==> src/rtl/butterfly_pkg.sv <==
// Shared ButterFly types. This slice adds the memory-arbiter FSM state and owner enums.
package butterfly_pkg;

    typedef enum logic [1:0] {
        IDLE,
        BUSY_IF,
        BUSY_D
    } arb_state_e;

    typedef enum logic {
        OWNER_IF,
        OWNER_D
    } arb_owner_e;

    localparam int ARB_CNT_W = 4;

endpackage

==> src/rtl/butterfly_mem_arbiter.sv <==
// Shares one memory bus between the fetch and data ports, with data priority.
// Define BUTTERFLY_ARB_FAIR_EN to add a fetch anti-starvation counter.
//
// state   | meaning
// IDLE    | bus free, arbitrate every cycle
// BUSY_IF | fetch transfer on bus, waiting for bus_ready_i
// BUSY_D  | data transfer on bus, waiting for bus_ready_i
module butterfly_mem_arbiter
    import butterfly_pkg::*;
#(
    parameter int unsigned STARVE_LIMIT = 4
) (
    input  logic        clk_i,
    input  logic        rst_n_i,

    input  logic        if_req_i,
    input  logic [31:0] if_addr_i,
    output logic        if_gnt_o,
    output logic        if_rvalid_o,
    output logic [31:0] if_rdata_o,

    input  logic        d_req_i,
    input  logic        d_we_i,
    input  logic [31:0] d_addr_i,
    input  logic [31:0] d_wdata_i,
    input  logic [3:0]  d_wstrb_i,
    output logic        d_gnt_o,
    output logic        d_rvalid_o,
    output logic [31:0] d_rdata_o,

    output logic        bus_valid_o,
    output logic        bus_we_o,
    output logic [31:0] bus_addr_o,
    output logic [31:0] bus_wdata_o,
    output logic [3:0]  bus_wstrb_o,
    input  logic [31:0] bus_rdata_i,
    input  logic        bus_ready_i
);

    if (STARVE_LIMIT < 1 || STARVE_LIMIT > 15) begin : g_bad_limit
        $error("STARVE_LIMIT must be in 1..15");
    end

    arb_state_e state;
    arb_owner_e winner;
    logic       arb_cycle;
    logic       win_valid;
    logic       force_if;

`ifdef BUTTERFLY_ARB_FAIR_EN
    logic [ARB_CNT_W-1:0] starve_cnt;
`endif

    // Grants are gated by rst_n_i so they drop the moment reset is asserted.
    always_comb begin
        force_if  = 1'b0;
`ifdef BUTTERFLY_ARB_FAIR_EN
        force_if  = (starve_cnt >= ARB_CNT_W'(STARVE_LIMIT));
`endif
        arb_cycle = rst_n_i && ((state == IDLE) || bus_ready_i);
        win_valid = arb_cycle && (if_req_i || d_req_i);
        winner    = (d_req_i && !(if_req_i && force_if)) ? OWNER_D : OWNER_IF;
    end

    assign if_gnt_o = win_valid && (winner == OWNER_IF);
    assign d_gnt_o  = win_valid && (winner == OWNER_D);

    always_ff @(posedge clk_i or negedge rst_n_i) begin
        if (!rst_n_i) begin
            state       <= IDLE;
            bus_valid_o <= 1'b0;
            bus_we_o    <= 1'b0;
            bus_addr_o  <= '0;
            bus_wdata_o <= '0;
            bus_wstrb_o <= '0;
            if_rvalid_o <= 1'b0;
            if_rdata_o  <= '0;
            d_rvalid_o  <= 1'b0;
            d_rdata_o   <= '0;
        end else begin
            if_rvalid_o <= 1'b0;
            d_rvalid_o  <= 1'b0;

            if (state == BUSY_IF && bus_ready_i) begin
                if_rvalid_o <= 1'b1;
                if_rdata_o  <= bus_rdata_i;
            end
            if (state == BUSY_D && bus_ready_i) begin
                d_rvalid_o  <= 1'b1;
                d_rdata_o   <= bus_we_o ? '0 : bus_rdata_i;
            end

            // Completion and the next capture can share a cycle, so bus
            // fields are overwritten here right after the response is taken.
            if (arb_cycle) begin
                bus_valid_o <= win_valid;
                if (win_valid && winner == OWNER_D) begin
                    state       <= BUSY_D;
                    bus_we_o    <= d_we_i;
                    bus_addr_o  <= d_addr_i;
                    bus_wdata_o <= d_we_i ? d_wdata_i : '0;
                    bus_wstrb_o <= d_we_i ? d_wstrb_i : '0;
                end else if (win_valid) begin
                    state       <= BUSY_IF;
                    bus_we_o    <= 1'b0;
                    bus_addr_o  <= if_addr_i;
                    bus_wdata_o <= '0;
                    bus_wstrb_o <= '0;
                end else begin
                    state       <= IDLE;
                    bus_we_o    <= 1'b0;
                    bus_addr_o  <= '0;
                    bus_wdata_o <= '0;
                    bus_wstrb_o <= '0;
                end
            end
        end
    end

`ifdef BUTTERFLY_ARB_FAIR_EN
    always_ff @(posedge clk_i or negedge rst_n_i) begin
        if (!rst_n_i) begin
            starve_cnt <= '0;
        end else if (arb_cycle) begin
            if (if_gnt_o) begin
                starve_cnt <= '0;
            end else if (d_gnt_o && if_req_i && starve_cnt != '1) begin
                starve_cnt <= starve_cnt + 1'b1;
            end
        end
    end
`endif

endmodule
==> config.mk <==
export PLATFORM = sky130hd
export DESIGN_NAME = butterfly_mem_arbiter
export DESIGN_NICKNAME = d
export VERILOG_FILES = /design/src/rtl/butterfly_pkg.sv /design/src/rtl/butterfly_mem_arbiter.sv
export SDC_FILE = /design/constraint.sdc
export NUM_CORES = 1
export LEC_CHECK = 0
export BUFFER_PORTS_ARGS = -buffer_cell sky130_fd_sc_hd__buf_2
export CAP_MARGIN = 20
export CORE_MARGIN = 4
export CORE_UTILIZATION = 42
export CTS_CLUSTER_DIAMETER = 50
export CTS_CLUSTER_SIZE = 25
export DETAILED_ROUTE_END_ITERATION = 10
export PLACE_DENSITY = 0.8
export SETUP_SLACK_MARGIN = 0.1
export SLEW_MARGIN = 10
export SYNTH_ARGS = -nofsm -noshare
export SYNTH_HDL_FRONTEND = slang
export SYNTH_SLANG_ARGS = --single-unit
==> constraint.sdc <==
create_clock -name clk_i -period 1.4 [get_ports clk_i]
set_clock_uncertainty 0.05 [all_clocks]
set_input_delay 0.07 -clock clk_i [delete_from_list [all_inputs] [get_ports clk_i]]
set_output_delay 0.07 -clock clk_i [all_outputs]
set_load 0.1 [all_outputs]
== Yosys cells after proc, flatten, opt, wreduce, memory -nomap -nowiden ==
Cells that the tools add are included.

* Bits of input ports: 138
* Bits in registers: 138
* Logic and storage cells: 35

* Multiplexer cells: 13
* Bitwise logic cells: 1
* Equality and inequality tests: 2
* Reduce and logical (&&, ||, !) cells: 9

{| class="wikitable"
|+ Operators with widths
! cell !! number
|-
| $mux W32 || 5
|-
| $mux W4 || 2
|-
| $logic_and A1 B1 Y1 || 6
|-
| $mux W1 || 5
|-
| $eq A2 B1 Y1 const B || 1
|-
| $eq A2 B2 Y1 const B || 1
|-
| $logic_not A2 Y1 || 1
|-
| $logic_or A1 B1 Y1 || 2
|-
| $mux W2 || 1
|-
| $not A1 Y1 || 1
|}

== Depth between registers and ports, before layout ==
* Depth in word-level cells: 6
* Depth in mapped cells: 6
* Depth with buffers taken out: 3

== Least setup slack after synthesis ==
OpenSTA, ideal clock, no wires.

* Path kind: register -> output
* From: register state[0]
* To: output port if_gnt_o
* Data arrival time: 2073 ps
* Stages on the path, launching flop included: 5
* Setup slack: -793 ps
* Buffers on the path: 1
* Required time: 1280 ps
* Path through: dfrtp_1 -> nor2_1 -> o21ai_1 -> buf_2 -> nor2b_1

* Cells in the longest elaborated chain, start to end: 5

{| class="wikitable"
|+ Ends and longest elaborated chain
! item !! RTL line !! source
|-
| start: declaration || butterfly_mem_arbiter.sv:44 || <nowiki>arb_state_e state;</nowiki>
|-
| start signal: assignment || butterfly_mem_arbiter.sv:70 || <nowiki>state <= IDLE;</nowiki>
|-
| start signal: assignment || butterfly_mem_arbiter.sv:98 || <nowiki>state <= BUSY_D;</nowiki>
|-
| start signal: assignment || butterfly_mem_arbiter.sv:104 || <nowiki>state <= BUSY_IF;</nowiki>
|-
| $logic_not A2 Y1 || butterfly_mem_arbiter.sv:60 || <nowiki>arb_cycle = rst_n_i && ((state == IDLE) || bus_ready_i);</nowiki>
|-
| $logic_or A1 B1 Y1 || butterfly_mem_arbiter.sv:60 ||
|-
| $logic_and A1 B1 Y1 || butterfly_mem_arbiter.sv:60 ||
|-
| $logic_and A1 B1 Y1 || butterfly_mem_arbiter.sv:61 || <nowiki>win_valid = arb_cycle && (if_req_i || d_req_i);</nowiki>
|-
| $logic_and A1 B1 Y1 || butterfly_mem_arbiter.sv:65 || <nowiki>assign if_gnt_o = win_valid && (winner == OWNER_IF);</nowiki>
|-
| end: declaration || butterfly_mem_arbiter.sv:18 || <nowiki>output logic if_gnt_o,</nowiki>
|}

No other way between the ends.

== Worst setup path after layout ==
Ends and elaborated chain as after synthesis.

==> metrics <==
status complete, but fails checks; failing checks negative setup slack; routed length per instance 22.4 um; vias per cell 5.43; post-synth top area share 0.589; met2 WL 12800 um; Yosys warnings 0; area leader, netlist dfrtp_1; CP arrival 1.53 ns; clk sink count 138; CP Max Fanout 4; GPL Wtd Cong 0.804; 1st-iter DRT viols 450; # nets final 1034; full die area 15900 um2; IO buf count 275; pwr dens 2280 nW/um2; GRT Residual Overflow 0; final period demand of the worst path 1.65 ns; setup ws final -0.246 ns; routed wire length 24400 um; Worst VDD drop 1050 uV; routed wl met3 1960 um; vias 5899; largest cells by area after synthesis dfrtp_1 (59%), mux2_2 (18%), a22o_1 (4.8%); Setup TNS -15.64 ns; die height 126 um; Worst setup EP type primary output; FF+latch count, synth 138; first-pass GRT wire length 34600 um; CTS tree yes; M1 wire length 8380 um; max cap viols 0; core box area 13500 um2; dpl cells 886; syn_nets 594; Cell Rows 42; TritonCTS buffer count 17; RSZ-0062 raised after global routing true; Post-Synthesis Cells 456; WP data required 1.28 ns; FILL cells 648; Top Metal Used met4; share of post-route cells with drive strength above 1 0.589; fin cells 1087; CTS clock-pin slew for the worst setup and hold paths 0.06 ns; root buffer cell clkbuf_16; largest net degree at the start of global routing 139; Hold Path Class in -> reg; Starting Density 0.436; mapped cell area 5860 um2; vias in the first global route 6412; Netlist cell types 19; mean area per synthesized cell 12.9 um2; DRC violations left 0; Final Max Tran Viols 0; Syn-to-layout area delta 86.0%; maximum root-to-sink buffer count 2; worst slew pin tran 0.741 ns; initial antenna violation count 2; Setup CP Type reg -> out; leakage power 0.00571 uW; Max-slew headroom 0.506; total iterations of the first detailed-routing run 5; Setup violations, final 137; register area share after synthesis 0.589; ANT nets after route 0; Total GRT Usage 0.278; crit share post-route 1.18; achievable clock frequency 607 MHz; Reg area 3500 um2; pre-CTS setup slack -0.0214 ns; post-detail-place hpwl 11100 um; area of the multi-input gates 2620 um2; startpoint types register; I/O Pins 276; clk_lat worst skew 0.42 ns; Fin. Hold Viols 0; die width 126 um; # H-tree levels 4
[logic make-up (layout without fill, tap and decap cells)]
| kind of cell | Yosys count | count (layout) | synth area share |
|---|---|---|---|
| buf+inv | 41 | 494 | 0.0420 |
| flops | 138 | 138 | 0.589 |
| mux | 104 | 104 | 0.206 |
| simple gates | 108 | 108 | 0.0871 |
| compound gates | 65 | 65 | 0.0760 |
| other cells | 0 | 2 | 0 |
[repair_timing]
action	4_1_cts	5_1_grt
setup buffers	15	6
pin swaps	11	5
resized for setup	199	117
cloned	9	8
hold buffers	134	0
hold endpoints to repair	270	0
endpoints found under the setup margin	241	141
[layout make-up]
cell class,instances,area share
Timing Repair Buffer,457,0.361
Sequential cell,138,0.321
Multi-Input combinational cell,277,0.240
Clock buffer,19,0.0406
Tap cell,176,0.0202
Clock inverter,13,0.0146
Inverter,5,0.00172
Antenna cell,2,0.000459
[final timing paths]
check                               start         endpoint  slack (ns)  depth (start not counted)
max                              state[0]         if_gnt_o       -0.25                          5
min                         d_wdata_i[16]  bus_wdata_o[16]        0.02                          3
max reg2reg                      state[0]   bus_addr_o[29]       -0.23                          7
min reg2reg                bus_addr_o[28]   bus_addr_o[28]        0.45                          1
max in group asynchronous         rst_n_i   bus_wstrb_o[3]        0.36                          3
min in group asynchronous         rst_n_i     d_rdata_o[1]        0.34                          3
[where the power goes]
group          internal (uW)  total [uW]  switching [uW]
Combinational           3660       14100           10500
Sequential              5220        6120             903
Clock                   2730        4600            1870
[placed cells by master (no fill, tap or decap), types with 3 or more instances in the layout]
cell / count
a22o_1: 32
and3_1: 36
buf_12: 14
buf_16: 7
buf_2: 136
buf_4: 144
buf_6: 12
buf_8: 3
clkbuf_16: 23
dfrtp_1: 102
dfrtp_2: 35
dlygate4sd3_1: 134
inv_1: 5
inv_6: 5
mux2_2: 26
mux2_4: 76
nand2_1: 40
nand2_2: 14
nand2_4: 11
o21ai_1: 19
o21ai_2: 11
o21ai_4: 3
[Yosys cell counts (all sizes together)]
library cell  number
dfrtp            138
mux2             102
nand2             65
and3              36
o21ai             33
a22o              32
buf               22
clkbuf            14
inv                5
nor2               3
mux2i              2
nand3b             2
nor2b              2
[stage by stage]
| step | instance area [um2] | power, uW | util | hold WS (ns) |
|---|---|---|---|---|
| 6_report | 10900 | 24900 | 0.811 | 0.0194 |
| 4_1_cts | 10400 | 23800 | 0.774 | 0.00315 |
| 5_1_grt | 10900 | 25500 | 0.811 | 0.0167 |
| 3_3_place_gp | 7570 | 17500 | 0.562 | 0.232 |
| 2_1_floorplan | 5930 | 15600 | - | -0.276 |
| 3_5_place_dp | 7570 | 17700 | 0.562 | 0.239 |
[metal layers]
layer,track usage,vias up
li1,-,2493
met1,0.299,2911
met2,0.491,380
met3,0.0889,115
met4,0.137,0
met5,0,-
[critical path, cell delays in order (launching register included)]
cell and delay [ns]:
dfrtp_1 0.39, nor2_2 0.15, o21ai_4 0.08, buf_12 0.14, nor2b_4 0.15, buf_12 0.19
[sequential cells by signal (all words and copies together) (netlist names), 2 cells and up]
name         flops
d_rdata_o       32
bus_wdata_o     32
state            2
if_rdata_o      32
bus_wstrb_o      4
bus_addr_o      32
Note: power is estimated with default switching activity, not from simulation.
